[src/rtl/pencase_pkg.sv]
// Shared definitions for the pencase vending controller.
//   state_t      : controller FSM encoding
//   RSN_*        : reject reason codes driven on reject_reason
//   NONE/RED/BLUE: colour values ("no product" and the named products)
//   num_colors() : number of real colours for a given colour width
package pencase_pkg;

  typedef enum logic [1:0] {
    COLLECT  = 2'd0,
    DECIDE   = 2'd1,
    DISPENSE = 2'd2,
    REJECT   = 2'd3
  } state_t;

  localparam logic [1:0] RSN_NONE    = 2'b00;
  localparam logic [1:0] RSN_NOPROD  = 2'b01;
  localparam logic [1:0] RSN_SOLDOUT = 2'b10;

  localparam int NONE = 0;
  localparam int RED  = 1;
  localparam int BLUE = 2;

  // Colour 0 means "no product", so only 2^color_w-1 colours carry stock.
  function automatic int num_colors(input int color_w);
    return (1 << color_w) - 1;
  endfunction

endpackage

[src/rtl/pencase_stock.sv]
// Per-colour stock bank: one saturating STOCK_W counter per real colour.
// Ports:
//   clock, n_rst   : clock, asynchronous active-low reset (loads STOCK_INIT)
//   restock_en     : add restock_qty to restock_color (colour 0 ignored)
//   restock_color  : colour being restocked
//   restock_qty    : quantity added, result saturates at all-ones
//   dec_en         : take one item of dec_color (caller guarantees stock > 0)
//   dec_color      : colour being sold
//   sold_out       : bit i-1 set while colour i has zero stock (from registers)
module pencase_stock
  import pencase_pkg::*;
#(
  parameter int COLOR_W    = 2,
  parameter int STOCK_W    = 4,
  parameter int STOCK_INIT = 9
) (
  input  logic                       clock,
  input  logic                       n_rst,
  input  logic                       restock_en,
  input  logic [COLOR_W-1:0]         restock_color,
  input  logic [STOCK_W-1:0]         restock_qty,
  input  logic                       dec_en,
  input  logic [COLOR_W-1:0]         dec_color,
  output logic [(2**COLOR_W)-2:0]    sold_out
);

  localparam int NCOL = num_colors(COLOR_W);

  logic [NCOL:1][STOCK_W-1:0] stock_q;
  logic [NCOL:1][STOCK_W-1:0] stock_d;

  // Restock and sale on the same colour in one cycle combine as
  // sat(stock + qty) - 1. The sale was only allowed because the
  // pre-restock value was non-zero, so the decrement cannot underflow.
  always_comb begin
    logic [STOCK_W:0]   sum;
    logic [STOCK_W:0]   add;
    logic [STOCK_W-1:0] sat;
    stock_d = stock_q;
    sum     = '0;
    add     = '0;
    sat     = '0;
    for (int i = 1; i <= NCOL; i++) begin
      add = (restock_en && restock_color == COLOR_W'(i)) ? {1'b0, restock_qty} : '0;
      sum = {1'b0, stock_q[i]} + add;
      sat = sum[STOCK_W] ? '1 : sum[STOCK_W-1:0];
      if (dec_en && dec_color == COLOR_W'(i)) begin
        sat = sat - STOCK_W'(1);
      end
      stock_d[i] = sat;
    end
  end

  always_ff @(posedge clock or negedge n_rst) begin
    if (!n_rst) begin
      stock_q <= {NCOL{STOCK_W'(STOCK_INIT)}};
    end else begin
      stock_q <= stock_d;
    end
  end

  always_comb begin
    sold_out = '0;
    for (int i = 1; i <= NCOL; i++) begin
      sold_out[i-1] = (stock_q[i] == '0);
    end
  end

endmodule

[src/rtl/pencase_vend_seq.sv]
// Serial-code vending controller for the pencase dispenser.
// A CODE_W-bit code arrives MSB first, one bit per coin_valid strobe, and is
// looked up in a run-time programmable code->colour table. The result is a
// held dispense request, or a one-cycle reject with a reason code.
// Ports:
//   clock, n_rst   : clock, asynchronous active-low reset
//   start          : synchronous abort/restart back to COLLECT
//   coin_valid/coin: serial code bit strobe and data (ignored while busy)
//   prog_en/prog_code/prog_color         : table write, visible next cycle
//   restock_en/restock_color/restock_qty : saturating stock add
//   disp_ack       : dispenser took the item
//   busy           : high outside COLLECT
//   color          : colour being dispensed, else 0
//   disp_req       : dispense request
//   reject/reject_reason : one-cycle reject pulse and its reason
//   sold_out       : bit i-1 set when colour i is out of stock
//
// Dispense handshake: disp_req rises with color valid and both stay stable
// until the clock edge where disp_ack is sampled high; both drop after that
// edge. disp_ack is ignored unless disp_req is high.
module pencase_vend_seq
  import pencase_pkg::*;
#(
  parameter int CODE_W     = 3,
  parameter int COLOR_W    = 2,
  parameter int STOCK_W    = 4,
  parameter int STOCK_INIT = 9
) (
  input  logic                    clock,
  input  logic                    n_rst,
  input  logic                    start,
  input  logic                    coin_valid,
  input  logic                    coin,
  input  logic                    prog_en,
  input  logic [CODE_W-1:0]       prog_code,
  input  logic [COLOR_W-1:0]      prog_color,
  input  logic                    restock_en,
  input  logic [COLOR_W-1:0]      restock_color,
  input  logic [STOCK_W-1:0]      restock_qty,
  input  logic                    disp_ack,
  output logic                    busy,
  output logic [COLOR_W-1:0]      color,
  output logic                    disp_req,
  output logic                    reject,
  output logic [1:0]              reject_reason,
  output logic [(2**COLOR_W)-2:0] sold_out
);

  localparam int DEPTH = 1 << CODE_W;
  localparam int NCOL  = num_colors(COLOR_W);
  localparam int CNT_W = $clog2(CODE_W + 1);

  state_t             state;
  logic [CNT_W-1:0]   bit_cnt;
  logic [CODE_W-1:0]  shreg;
  logic [COLOR_W-1:0] code_table [DEPTH];

  logic [COLOR_W-1:0] look_color;
  logic [NCOL:0]      so_ext;
  logic               dec_en;

  // Table read uses the registered contents, so a write landing in the
  // DECIDE cycle returns the old entry.
  assign look_color = code_table[shreg];

  // sold_out re-indexed by colour value; slot 0 (no product) is never used.
  assign so_ext = {sold_out, 1'b0};

  // start aborts DECIDE before any stock is taken.
  assign dec_en = (state == DECIDE) && !start &&
                  (look_color != '0) && !so_ext[look_color];

  always_ff @(posedge clock or negedge n_rst) begin
    if (!n_rst) begin
      for (int i = 0; i < DEPTH; i++) begin
        code_table[i] <= '0;
      end
    end else if (prog_en) begin
      code_table[prog_code] <= prog_color;
    end
  end

  always_ff @(posedge clock or negedge n_rst) begin
    if (!n_rst) begin
      state         <= COLLECT;
      bit_cnt       <= '0;
      shreg         <= '0;
      busy          <= 1'b0;
      color         <= COLOR_W'(NONE);
      disp_req      <= 1'b0;
      reject        <= 1'b0;
      reject_reason <= RSN_NONE;
    end else if (start) begin
      state         <= COLLECT;
      bit_cnt       <= '0;
      shreg         <= '0;
      busy          <= 1'b0;
      color         <= COLOR_W'(NONE);
      disp_req      <= 1'b0;
      reject        <= 1'b0;
      reject_reason <= RSN_NONE;
    end else begin
      case (state)
        COLLECT: begin
          if (coin_valid) begin
            shreg   <= CODE_W'({shreg, coin});
            bit_cnt <= bit_cnt + CNT_W'(1);
            if (bit_cnt == CNT_W'(CODE_W - 1)) begin
              state <= DECIDE;
              busy  <= 1'b1;
            end
          end
        end
        DECIDE: begin
          if (look_color == '0) begin
            state         <= REJECT;
            reject        <= 1'b1;
            reject_reason <= RSN_NOPROD;
          end else if (so_ext[look_color]) begin
            state         <= REJECT;
            reject        <= 1'b1;
            reject_reason <= RSN_SOLDOUT;
          end else begin
            state    <= DISPENSE;
            disp_req <= 1'b1;
            color    <= look_color;
          end
        end
        DISPENSE: begin
          if (disp_ack) begin
            state    <= COLLECT;
            bit_cnt  <= '0;
            busy     <= 1'b0;
            disp_req <= 1'b0;
            color    <= COLOR_W'(NONE);
          end
        end
        REJECT: begin
          state         <= COLLECT;
          bit_cnt       <= '0;
          busy          <= 1'b0;
          reject        <= 1'b0;
          reject_reason <= RSN_NONE;
        end
        default: begin
          state <= COLLECT;
        end
      endcase
    end
  end

  pencase_stock #(
    .COLOR_W    (COLOR_W),
    .STOCK_W    (STOCK_W),
    .STOCK_INIT (STOCK_INIT)
  ) u_stock (
    .clock         (clock),
    .n_rst         (n_rst),
    .restock_en    (restock_en),
    .restock_color (restock_color),
    .restock_qty   (restock_qty),
    .dec_en        (dec_en),
    .dec_color     (look_color),
    .sold_out      (sold_out)
  );

endmodule

[config.mk]
export PLATFORM = sky130hd
export DESIGN_NAME = pencase_vend_seq
export DESIGN_NICKNAME = d
export VERILOG_FILES = /design/src/rtl/pencase_pkg.sv /design/src/rtl/pencase_stock.sv /design/src/rtl/pencase_vend_seq.sv
export SDC_FILE = /design/constraint.sdc
export NUM_CORES = 1
export LEC_CHECK = 0
export BUFFER_PORTS_ARGS = -buffer_cell sky130_fd_sc_hd__buf_4
export CAP_MARGIN = 10
export CELL_PAD_IN_SITES_DETAIL_PLACEMENT = 0
export CELL_PAD_IN_SITES_GLOBAL_PLACEMENT = 2
export CORE_ASPECT_RATIO = 1.2
export CORE_UTILIZATION = 40
export CTS_BUF_LIST = sky130_fd_sc_hd__clkbuf_8
export DETAILED_ROUTE_END_ITERATION = 7
export GPL_ROUTABILITY_DRIVEN = 0
export HOLD_SLACK_MARGIN = 0.15
export PLACE_DENSITY = 0.87
export SETUP_SLACK_MARGIN = 0.02
export SLEW_MARGIN = 0
export SYNTH_ARGS = -nofsm -noshare
export SYNTH_HDL_FRONTEND = slang
export SYNTH_SLANG_ARGS = --single-unit
[constraint.sdc]
create_clock -name clock -period 2.75 [get_ports clock]
set_input_delay 0.275 -clock clock [delete_from_list [all_inputs] [get_ports clock]]
set_output_delay 0.275 -clock clock [all_outputs]
set_load 0.005 [all_outputs]
==> run summary, run 1 <==
Cell variety after synth - 45
Initial antenna violation count - 0
Half-perimeter wire length after detailed placement - 4.00 mm
Max-cap viol count - 0
Asr flop ratio synth - 1.00
Pre-CTS setup slack - 0.301 ns
PostCTS Resize Cnt - 0
Placed insts - 363
Crit path largest cell delay - 0.59 ns
Clk pwr share - 0.207
Initial Util - 0.416
Crit. End Element - flop
Worst setup SP type - flop
Count of pins over their slew limit - 0
Synth top area share - 0.336
DRT Wirelength - 5.27 mm
CTS root buf - clkbuf_8
Die Ht - 91.7 µm
WL per Instance - 14.2 µm
Clock buffer count from CTS - 5
Die Area - 0.00704 mm²
CP cell instances - mux4_2, mux2_4, mux2i_2, a211oi_1, o22ai_1
DRC viols - 0
# nets final - 324
Fin util - 0.477
# setup viols final - 0
Synth Area per Inst - 10.6 µm²
Total GRT Usage - 0.167
Hold crit path type - in2reg
Ports - 29
Setup Total Neg Slack - 0 ns
Tcrit/Tclk final - 0.834
Post-DRT Antenna Nets - 0
Die extent in x - 76.7 µm
Required time of the critical path - 2.92 ns
Peak supply drop - 0.412 mV
Primary FF master, synth - dfrtp_1
Yosys top cell by area - dfrtp_1
Initial DRC Count - 56
Diode count - 0
Critical Setup Path Class - reg2reg
Clock Latency Late Sink - 0.30 ns
Sw frac - 0.337
Power Density - 662 mW/mm²
Combinational Power Share - 0.356
Least-Margin Pin Slew - 0.686 ns
Min-Delay Path Depth - 3
Max frequency - 436 MHz
Layout Skew - 0.00777 ns
Internal Power - 1.35 mW
CTS clock-pin slew for the worst setup and hold paths - 0.08 ns
RSZ-0062 raised after global routing - false
Switching pwr - 0.687 mW
Top post-synthesis cells by area - dfrtp_1, ha_1, mux2_2
Port Buffers - 28
CP max FO - 6
Final WS setup - 0.456 ns
Fin. Hold Viols - 0
H-tree levels - 2
Synth Instances - 254
Slew HR - 0.539
Reg2Reg Depth - 5
Syn nets - 292
Netlist Area Pre-Place - 0.00268 mm²
Number of synthesized flops with an enable pin - 0
Status - finished, final reports clean
1st-pass router iterations - 4
Final Non-Filler Cells - 372
Via count - 1,914
CTS max path bufs - 2
Largest net degree at the start of global routing - 43
Yosys synthesis warning count - 0
CP Data Arrival Time - 2.47 ns
Via/cell ratio - 5.15
Grt ovf - 0
Sequential power share - 0.437
Hold slack - 0.224 ns
Seq/Total Area, Yosys - 0.395
# rows - 32
Core footprint - 0.00645 mm²
Vias in the first global route - 1,958
CTS tree - done
Clock net sink count - 42
Area grow syn2layout - 14.7%
Pleak - 1.43 nW
Crit-path slowest cell - mux4_2
Layout cell share with drive strength beyond 1 - 0.251
Clock period minus final worst setup slack - 2.29 ns
First-pass GRT wire length - 9.18 mm
Post-synthesis register bit count - 42
[cells in the mapped netlist (5+ instances only)]
cell / n
dfrtp_1: 36
mux2i_1: 7
xnor2_1: 7
a21o_1: 7
nor2_1: 17
mux2_2: 16
inv_1: 19
nor2b_1: 6
and2_1: 12
dfstp_2: 6
xor2_1: 5
a21oi_1: 13
nand2_1: 22
ha_1: 16
[logic make-up (layout without fill, tap and decap cells)]
group / Yosys count / after routing / share of synthesized area
muxes: 32 / 32 / 0.157
adders and majority gates: 19 / 19 / 0.0971
xor gates and xnor gates: 12 / 12 / 0.0392
DFF: 42 / 42 / 0.395
AOI/OAI and AO/OA: 40 / 40 / 0.0975
buffers and inverters: 24 / 57 / 0.0392
and+or+nand+nor: 85 / 85 / 0.175
[cells in the final DEF (no fill, tap or decap), drive strengths merged, types with 10 or more instances in the layout]
master and count:
dfrtp 36, buf 29, nand2 22, inv 19, mux2 18, nor2 17
ha 16, a21oi 13, and2 12, mux2i 10
[layout make-up]
class,instances,area (µm²)
fill,619,3370
multi-input combinational,188,1520
sequential,42,1060
timing repair buffer,30,228
tap,85,106
clock buffer,6,82.6
inverter,19,71.3
clock inverter,2,12.5
[layer usage]
metal  track usage  up-vias  wire length (µm)
li1              -      969                 -
met1         0.211      919              2490
met2         0.281       22              2590
met3        0.0348        4               123
met4        0.0577        0                60
met5             0        -                 0
[sequential cells by signal (all words and copies together) (netlist names)]
name             cells
bit_cnt              2
busy                 1
code_table          16
color                2
disp_req             1
reject               1
reject_reason        2
shreg                3
state                2
u_stock.stock_q     12
[critical path: cells and delay by family, from the launching register on]
family         cells  cell delay (ns)
flip-flops         1             0.54
multiplexers       3             1.12
AO/OA/AOI/OAI      2             0.51
[path summary, 6_finish.rpt]
path,startpoint,to,slack (ns)
max,shreg[0],color[1],0.46
min reg2reg,code_table[14],code_table[14],0.51
min in group asynchronous,n_rst,busy,0.50
max in group asynchronous,n_rst,u_stock.stock_q[0],1.88
max reg2reg,shreg[0],color[1],0.46
min,coin,shreg[0],0.22
[metrics by stage]
step | power (mW) | area (µm²)
2_1_floorplan | 1.43 | 2680
3_3_place_gp | 1.62 | 2970
3_5_place_dp | 1.63 | 2970
4_1_cts | 2.06 | 3080
5_1_grt | 2.19 | 3080
6_report | 2.04 | 3080
[repair_timing]
action                                 4_1_cts  5_1_grt
hold buffers                                 1        0
buffers inserted                             0        0
endpoints found under the hold margin       36        0
[power groups by stage]
stage	clock (mW)	sequential, mW	combinational [mW]
after floorplan	0	0.860	0.570
after global placement	0	0.903	0.712
after detailed placement	0	0.905	0.724
after CTS	0.434	0.892	0.734
after global routing	0.460	0.910	0.822
final	0.422	0.889	0.725
Note: power is estimated with default switching activity, not from simulation.
==> run 2: changes to the inputs <==
clock period = 2.2 ns   (was 2.75 ns; I/O delays follow)
==> run 2 against run 1 <==
Largest cell class unchanged. Clock power is 24% higher. Sequential power is 25% higher. Via count is 4.9% higher. Cell area is 3.7% higher. Largest power group unchanged. Sequential cell count stayed put. Cell count is 3.5% higher. Utilization is 1.8 points higher. Combinational power is 35% higher. Die area stayed put.
==> run summary, run 2 (same netlist as run 1, synthesis figures left out) <==
CTS clock-pin slew for the worst setup and hold paths - 0.08 ns (about the same)
RSZ-0062 raised after global routing - false
Initial Util - 0.416 (unchanged)
Hold crit path type - in2reg
CP max FO - 4 (-2)
CP Depth - 9 (+4)
Clock buffer count from CTS - 5 (unchanged)
Critical Setup Path Class - reg2reg
Setup Total Neg Slack - 0 ns (unchanged)
Reg2reg end - u_stock.stock_q[5]
M1 wire length - 2.35 mm (-5.7%)
1st-pass router iterations - 4 (unchanged)
Half-perimeter wire length after detailed placement - 4.08 mm (+1.8%)
Required time of the critical path - 2.41 ns (-0.51 ns)
Ports - 29 (unchanged)
Die Ht - 91.7 µm (unchanged)
Largest Register - code_table
Family with the most delay on the worst path - adder cells
Via/cell ratio - 5.21 (+1.3%)
DR WL met3 - 144 µm (+17%)
Layout Skew - 0.0105 ns (+0.00270 ns)
Via count - 2,007 (+4.9%)
Count of pins over their slew limit - 0 (unchanged)
Vias in the first global route - 1,989 (+1.6%)
Pleak - 1.49 nW (+4.5%)
CP cell instances - ha_1, inv_1, fa_2, inv_1, a21o_1, a21oi_1, and2_4, ha_1, mux2i_1
First-pass GRT wire length - 9.16 mm (-0.15%)
Diode count - 0 (unchanged)
Initial antenna violation count - 0 (unchanged)
Power Density - 820 mW/mm² (+24%)
Core footprint - 0.00645 mm² (unchanged)
Least-Margin Pin Slew - 0.530 ns (-0.155 ns)
Clock period minus final worst setup slack - 2.07 ns (-0.224 ns)
Setup crit end - u_stock.stock_q[5]
Post-DRT Antenna Nets - 0 (unchanged)
CTS root buf - clkbuf_8
DRC viols - 0 (unchanged)
Total GRT Usage - 0.166 (-0.000286)
Largest net degree at the start of global routing - 43 (unchanged)
Met2 routed WL - 2.68 mm (+3.4%)
Top Registers - code_table: 16 flops, u_stock.stock_q: 12 flops, shreg: 3 flops
Max frequency - 483 MHz (+11%)
WL per Instance - 13.6 µm (-4.1%)
Buffer and inverter count on the worst path - 2 (+2)
Port Buffers - 28 (unchanged)
H-tree levels - 2 (unchanged)
Crit path largest cell delay - 0.54 ns (-0.05 ns)
# setup viols final - 0 (unchanged)
Peak supply drop - 0.541 mV (+31%)
Area grow syn2layout - 19.0%
Max-cap viol count - 0 (unchanged)
Reg2Reg Depth - 9 (+4)
Grt ovf - 0 (unchanged)
Clock net sink count - 42 (unchanged)
Slew HR - 0.646 (+0.107)
Crit-path slowest cell - dfstp_2
# rows - 32 (unchanged)
Layout cell share with drive strength beyond 1 - 0.303 (+0.0525)
Fin. Hold Viols - 0 (unchanged)
Max reg flops - 16 (unchanged)
Clock Latency Late Sink - 0.30 ns (about the same)
Tcrit/Tclk final - 0.941 (+0.107)
CP Data Arrival Time - 2.28 ns (-0.19 ns)
Worst setup SP type - flop
Most frequent cells in the layout - buf_4, dfrtp_1, nand2_1
Fin util - 0.495 (+0.0179)
FF-to-FF setup slack - 0.13 ns (-0.33 ns)
Status - finished, final reports clean
Setup crit start - u_stock.stock_q[4]
CTS max path bufs - 2 (unchanged)
CTS tree - done
DRT Wirelength - 5.23 mm (-0.76%)
Initial DRC Count - 32 (-43%)
Commonest non-fill, non-tap cell in the layout - buf_4
Die Area - 0.00704 mm² (unchanged)
Top routing layer in use - met4
Die extent in x - 76.7 µm (unchanged)
Crit. End Element - flop
Reg-to-Reg Start - u_stock.stock_q[4]
# nets final - 337 (+4.0%)
[run 2: cell count changes in the layout (fill, tap and decap cells not counted)]
cell,change
ha_2,+1
a211oi_1,-1
a211oi_2,+1
buf_4,+13
fa_1,-3
and2_1,-1
ha_1,-1
and2_4,+1
fa_2,+3
[run 2: through the flow]
stage / cells / setup slack, ns / area, µm² / power [mW] / hold slack, ns
6_report: 385 / 0.130 / 3190 / 2.62 / 0.184
3_3_place_gp: 376 / -0.0584 / 3070 / 2.07 / 0.238
5_1_grt: 385 / 0.0218 / 3190 / 2.83 / 0.192
4_1_cts: 385 / 0.0699 / 3170 / 2.63 / 0.174
3_5_place_dp: 376 / -0.102 / 3070 / 2.10 / 0.236
2_1_floorplan: 254 / 0.129 / 2680 / 1.79 / -0.0756
[run 2: how the worst min path moves through the flow]
| stage | start | to | slack [ns] | cells past startpoint |
|---|---|---|---|---|
| 3_3_place_gp | n_rst | busy | 0.24 | 1 |
| 5_1_grt | start | state[1] | 0.19 | 2 |
| 4_1_cts | coin | shreg[0] | 0.17 | 3 |
| 3_5_place_dp | n_rst | busy | 0.24 | 1 |
| 6_report | coin | shreg[0] | 0.18 | 3 |
| 2_1_floorplan | n_rst | bit_cnt[0] | -0.08 | 0 |
[run 2: area by class of cell]
| class | instances | area, µm² |
|---|---|---|
| fillers | 611 | 3250 |
| multi-input cells | 188 | 1540 |
| inverters | 19 | 71.3 |
| flip-flops and latches | 42 | 1060 |
| clock inverters | 2 | 12.5 |
| repair buffers | 43 | 325 |
| well taps | 85 | 106 |
| clock buffers | 6 | 82.6 |
[run 2: worst register-to-register path: stages, from the launching register on]
cell     delay (ns)
dfstp_2        0.54
ha_1           0.16
inv_1          0.05
fa_2           0.35
inv_1          0.06
a21o_1         0.10
a21oi_1        0.12
and2_4         0.19
ha_1           0.29
mux2i_1        0.13
[run 2: layer usage]
layer | GRT usage | up-vias
met4 | 0.0529 | 0
met5 | 0 | -
li1 | - | 990
met3 | 0.0328 | 4
met2 | 0.286 | 31
met1 | 0.208 | 982
[run 2: power breakdown]
group	switching, mW	total (mW)	internal (mW)
logic	0.479	0.982	0.503
clock network	0.272	0.525	0.252
registers	0.118	1.11	0.994
total	0.870	2.62	1.75
[run 2: timing repair]
| action | CTS | global route |
|---|---|---|
| buffers inserted | 0 | 0 |
| hold buffers | 1 | 0 |
| gates resized for setup | 0 | 6 |
| hold endpoints to repair | 36 | 0 |
| endpoints found under the setup margin | 0 | 8 |
==> run 3: changes to the inputs <==
ABC_AREA = 1   (was unset)
CORE_UTILIZATION = 36   (was 40)
PLACE_DENSITY = 0.86   (was 0.87)
SLEW_MARGIN = unset   (was 0)
clock period = 2 ns   (was 2.2 ns; I/O delays follow)
==> run 3 against run 2 <==
Maximum frequency up 3.6%. Wire length up 15%. Die area up 15%. Worst setup slack worse by 0.13 ns. Critical path depth up 3. Global-route usage up 0.50 points. Critical endpoint is now u_stock.stock_q[10]. First-iteration DRC count up 110%. Clock power up 11%. Clock skew down 0.0036 ns. Via count up 19%. Sequential cell count unchanged. Largest power group is now combinational logic.
==> run summary, run 3 <==
Status - finished, final reports clean
Layout cell share with drive strength beyond 1 - 0.318 (+0.0147)
M1 wire length - 2.75 mm (+17%)
Grt ovf - 0 (unchanged)
Clock Latency Late Sink - 0.30 ns (about the same)
Required time of the critical path - 2.19 ns (-0.22 ns)
Hold crit path type - in2reg
Synth Area per Inst - 7.92 µm² (-25%)
Cell variety after synth - 33 (-27%)
H-tree levels - 2 (unchanged)
Asr flop ratio synth - 1.00 (unchanged)
Final Non-Filler Cells - 505 (+31%)
CP Data Arrival Time - 2.19 ns (-0.09 ns)
Top routing layer in use - met4
DRT Wirelength - 6.00 mm (+15%)
Final WS setup - 0.00258 ns (-0.127 ns)
Synth Instances - 351 (+38%)
CTS max path bufs - 2 (unchanged)
Fin. Hold Viols - 0 (unchanged)
Least-Margin Pin Slew - 0.543 ns (+0.0123 ns)
Die Area - 0.00808 mm² (+15%)
Largest Register - code_table
Yosys top cell by area - dfrtp_1
Top Registers - code_table: 16 flops, u_stock.stock_q: 12 flops, shreg: 3 flops
CTS tree - done
Tot Pwr - 3.86 mW (+47%)
Clock buffer count from CTS - 5 (unchanged)
Initial Util - 0.378 (-0.0384)
Max reg flops - 16 (unchanged)
Met2 routed WL - 3.04 mm (+13%)
Clock period minus final worst setup slack - 2.00 ns (-0.0727 ns)
Number of synthesized flops with an enable pin - 0 (unchanged)
Placed insts - 488 (+30%)
Yosys synthesis warning count - 0 (unchanged)
Count leader, synth - nand2_1
Post-DRT Antenna Nets - 0 (unchanged)
Core footprint - 0.00736 mm² (+14%)
Filler cell count - 783 (+28%)
Critical Setup Path Class - reg2reg
Tcrit/Tclk final - 0.999 (+0.0578)
Pleak - 1.76 nW (+18%)
Clock net sink count - 42 (unchanged)
CTS root buf - clkbuf_8
Power Density - 1080 mW/mm² (+32%)
# rows - 34 (+6.3%)
Netlist Area Pre-Place - 0.00278 mm² (+3.6%)
Crit. End Element - flop
First-pass GRT wire length - 10.8 mm (+18%)
Half-perimeter wire length after detailed placement - 4.63 mm (+14%)
Largest net degree at the start of global routing - 43 (unchanged)
Port Buffers - 28 (unchanged)
Slew HR - 0.638 (-0.00821)
Count of pins over their slew limit - 0 (unchanged)
DR WL met3 - 132 µm (-8.3%)
DRC viols - 0 (unchanged)
CP max FO - 2 (-2)
Top post-synthesis cells by area - dfrtp_1, nand2_1, ha_1
Synth top area share - 0.324 (-0.0118)
Max frequency - 501 MHz (+3.6%)
Post-synthesis register bit count - 42 (unchanged)
Diode count - 0 (unchanged)
Initial DRC Count - 66 (+110%)
Primary FF master, synth - dfrtp_1
Total GRT Usage - 0.171 (+0.00499)
Initial antenna violation count - 0 (unchanged)
Area grow syn2layout - 28.3%
Synth top cells by count - nand2_1, inv_1, dfrtp_1, nor2_1, nand3_1
Layout Skew - 0.00687 ns (-0.00359 ns)
Via count - 2,381 (+19%)
Worst setup SP type - flop
Peak supply drop - 0.506 mV (-6.5%)
CTS clock-pin slew for the worst setup and hold paths - 0.08 ns (about the same)
Die Ht - 98.2 µm (+7.1%)
Area of the multi-input gates - 0.00160 mm² (+4.5%)
Ports - 29 (unchanged)
WL per Instance - 11.9 µm (-13%)
Seq/Total Area, Yosys - 0.381 (-0.0139)
Die extent in x - 82.2 µm (+7.1%)
# nets final - 452 (+34%)
Vias in the first global route - 2,435 (+22%)
Most frequent cells in the layout - nand2_1, buf_4, inv_1
# setup viols final - 0 (unchanged)
1st-pass router iterations - 4 (unchanged)
Via/cell ratio - 4.71 (-9.6%)
Reg2Reg Depth - 12 (+3)
Min-Delay Path Depth - 3 (unchanged)
RSZ-0062 raised after global routing - true
Max-cap viol count - 0 (unchanged)
Syn nets - 389 (+33%)
Commonest non-fill, non-tap cell in the layout - nand2_1
Sequential cell area - 0.00106 mm² (unchanged)
Pre-CTS setup slack - -0.320 ns (-0.218 ns)
[run 3: changes by cell type in the layout (fill, tap and decap cells not counted), moves of 16 or more]
cell	before	now
inv_1	19	42
mux2_2	16	0
o21ai_0	4	21
nand2_1	22	73
nand3_1	4	23
inv_2	0	16
[run 3: cells by family (layout without fill, tap and decap cells)]
family          count (synthesis)  after routing  synth area share
compound gates                 46             46            0.0887
xor+xnor                       10             10            0.0315
simple gates                  171            171             0.316
buf+inv                        63            127            0.0896
fa+ha+maj                      19             19            0.0937
flops                          42             42             0.381
[run 3: stage by stage]
stage	util	TNS [ns]	area (µm²)	hold slack, ns
finish	0.485	0	3570	0.155
CTS	0.477	-0.0118	3510	0.153
floorplan	-	-0.0730	2850	-0.0956
detailed placement	0.450	-1.85	3310	0.227
global placement	0.450	-1.62	3310	0.233
global route	0.485	-0.415	3570	0.157
[run 3: report_power, final]
part	internal, mW	total (mW)	switching (mW)
Clock	0.278	0.581	0.303
Sequential	1.15	1.35	0.202
Combinational	0.892	1.92	1.03
[run 3: critical path, cell delays in order, from the launching register on]
cell,delay (ns)
dfstp_2,0.57
ha_4,0.14
inv_2,0.03
fa_2,0.33
nand3b_1,0.18
nand2_2,0.09
inv_2,0.05
nand2_2,0.06
inv_2,0.05
ha_4,0.14
xor2_1,0.14
nand2_1,0.08
nand2_1,0.04
[run 3: cell type report]
cell class                      instances  area share
Clock buffer                            6      0.0232
Timing Repair Buffer                   57       0.124
Inverter                               62      0.0709
Tap cell                               90      0.0316
Clock inverter                          2     0.00351
Sequential cell                        42       0.297
Multi-Input combinational cell        246       0.450
[run 3: worst paths after layout]
check	start	end	slack, ns
worst min-delay path	coin	shreg[0]	0.16
worst max register to register	u_stock.stock_q[8]	u_stock.stock_q[10]	0.003
worst min register to register	reject_reason[0]	reject_reason[0]	0.48
worst max-delay path	u_stock.stock_q[8]	u_stock.stock_q[10]	0.003
max in group asynchronous	n_rst	u_stock.stock_q[7]	1.19
min in group asynchronous	n_rst	code_table[1]	0.42
[run 3: per-layer routing]
layer,GRT usage,vias up
met5,0,-
met4,0.0486,0
met3,0.0252,6
met2,0.297,25
met1,0.216,1096
li1,-,1254
[run 3: what timing repair did]
| item | in CTS | in global routing |
|---|---|---|
| gates resized for setup | 15 | 10 |
| endpoints found under the hold margin | 38 | 0 |
| setup endpoints to repair | 6 | 8 |
| buffers inserted | 4 | 2 |
| hold buffers | 3 | 0 |
| pin swaps | 10 | 9 |
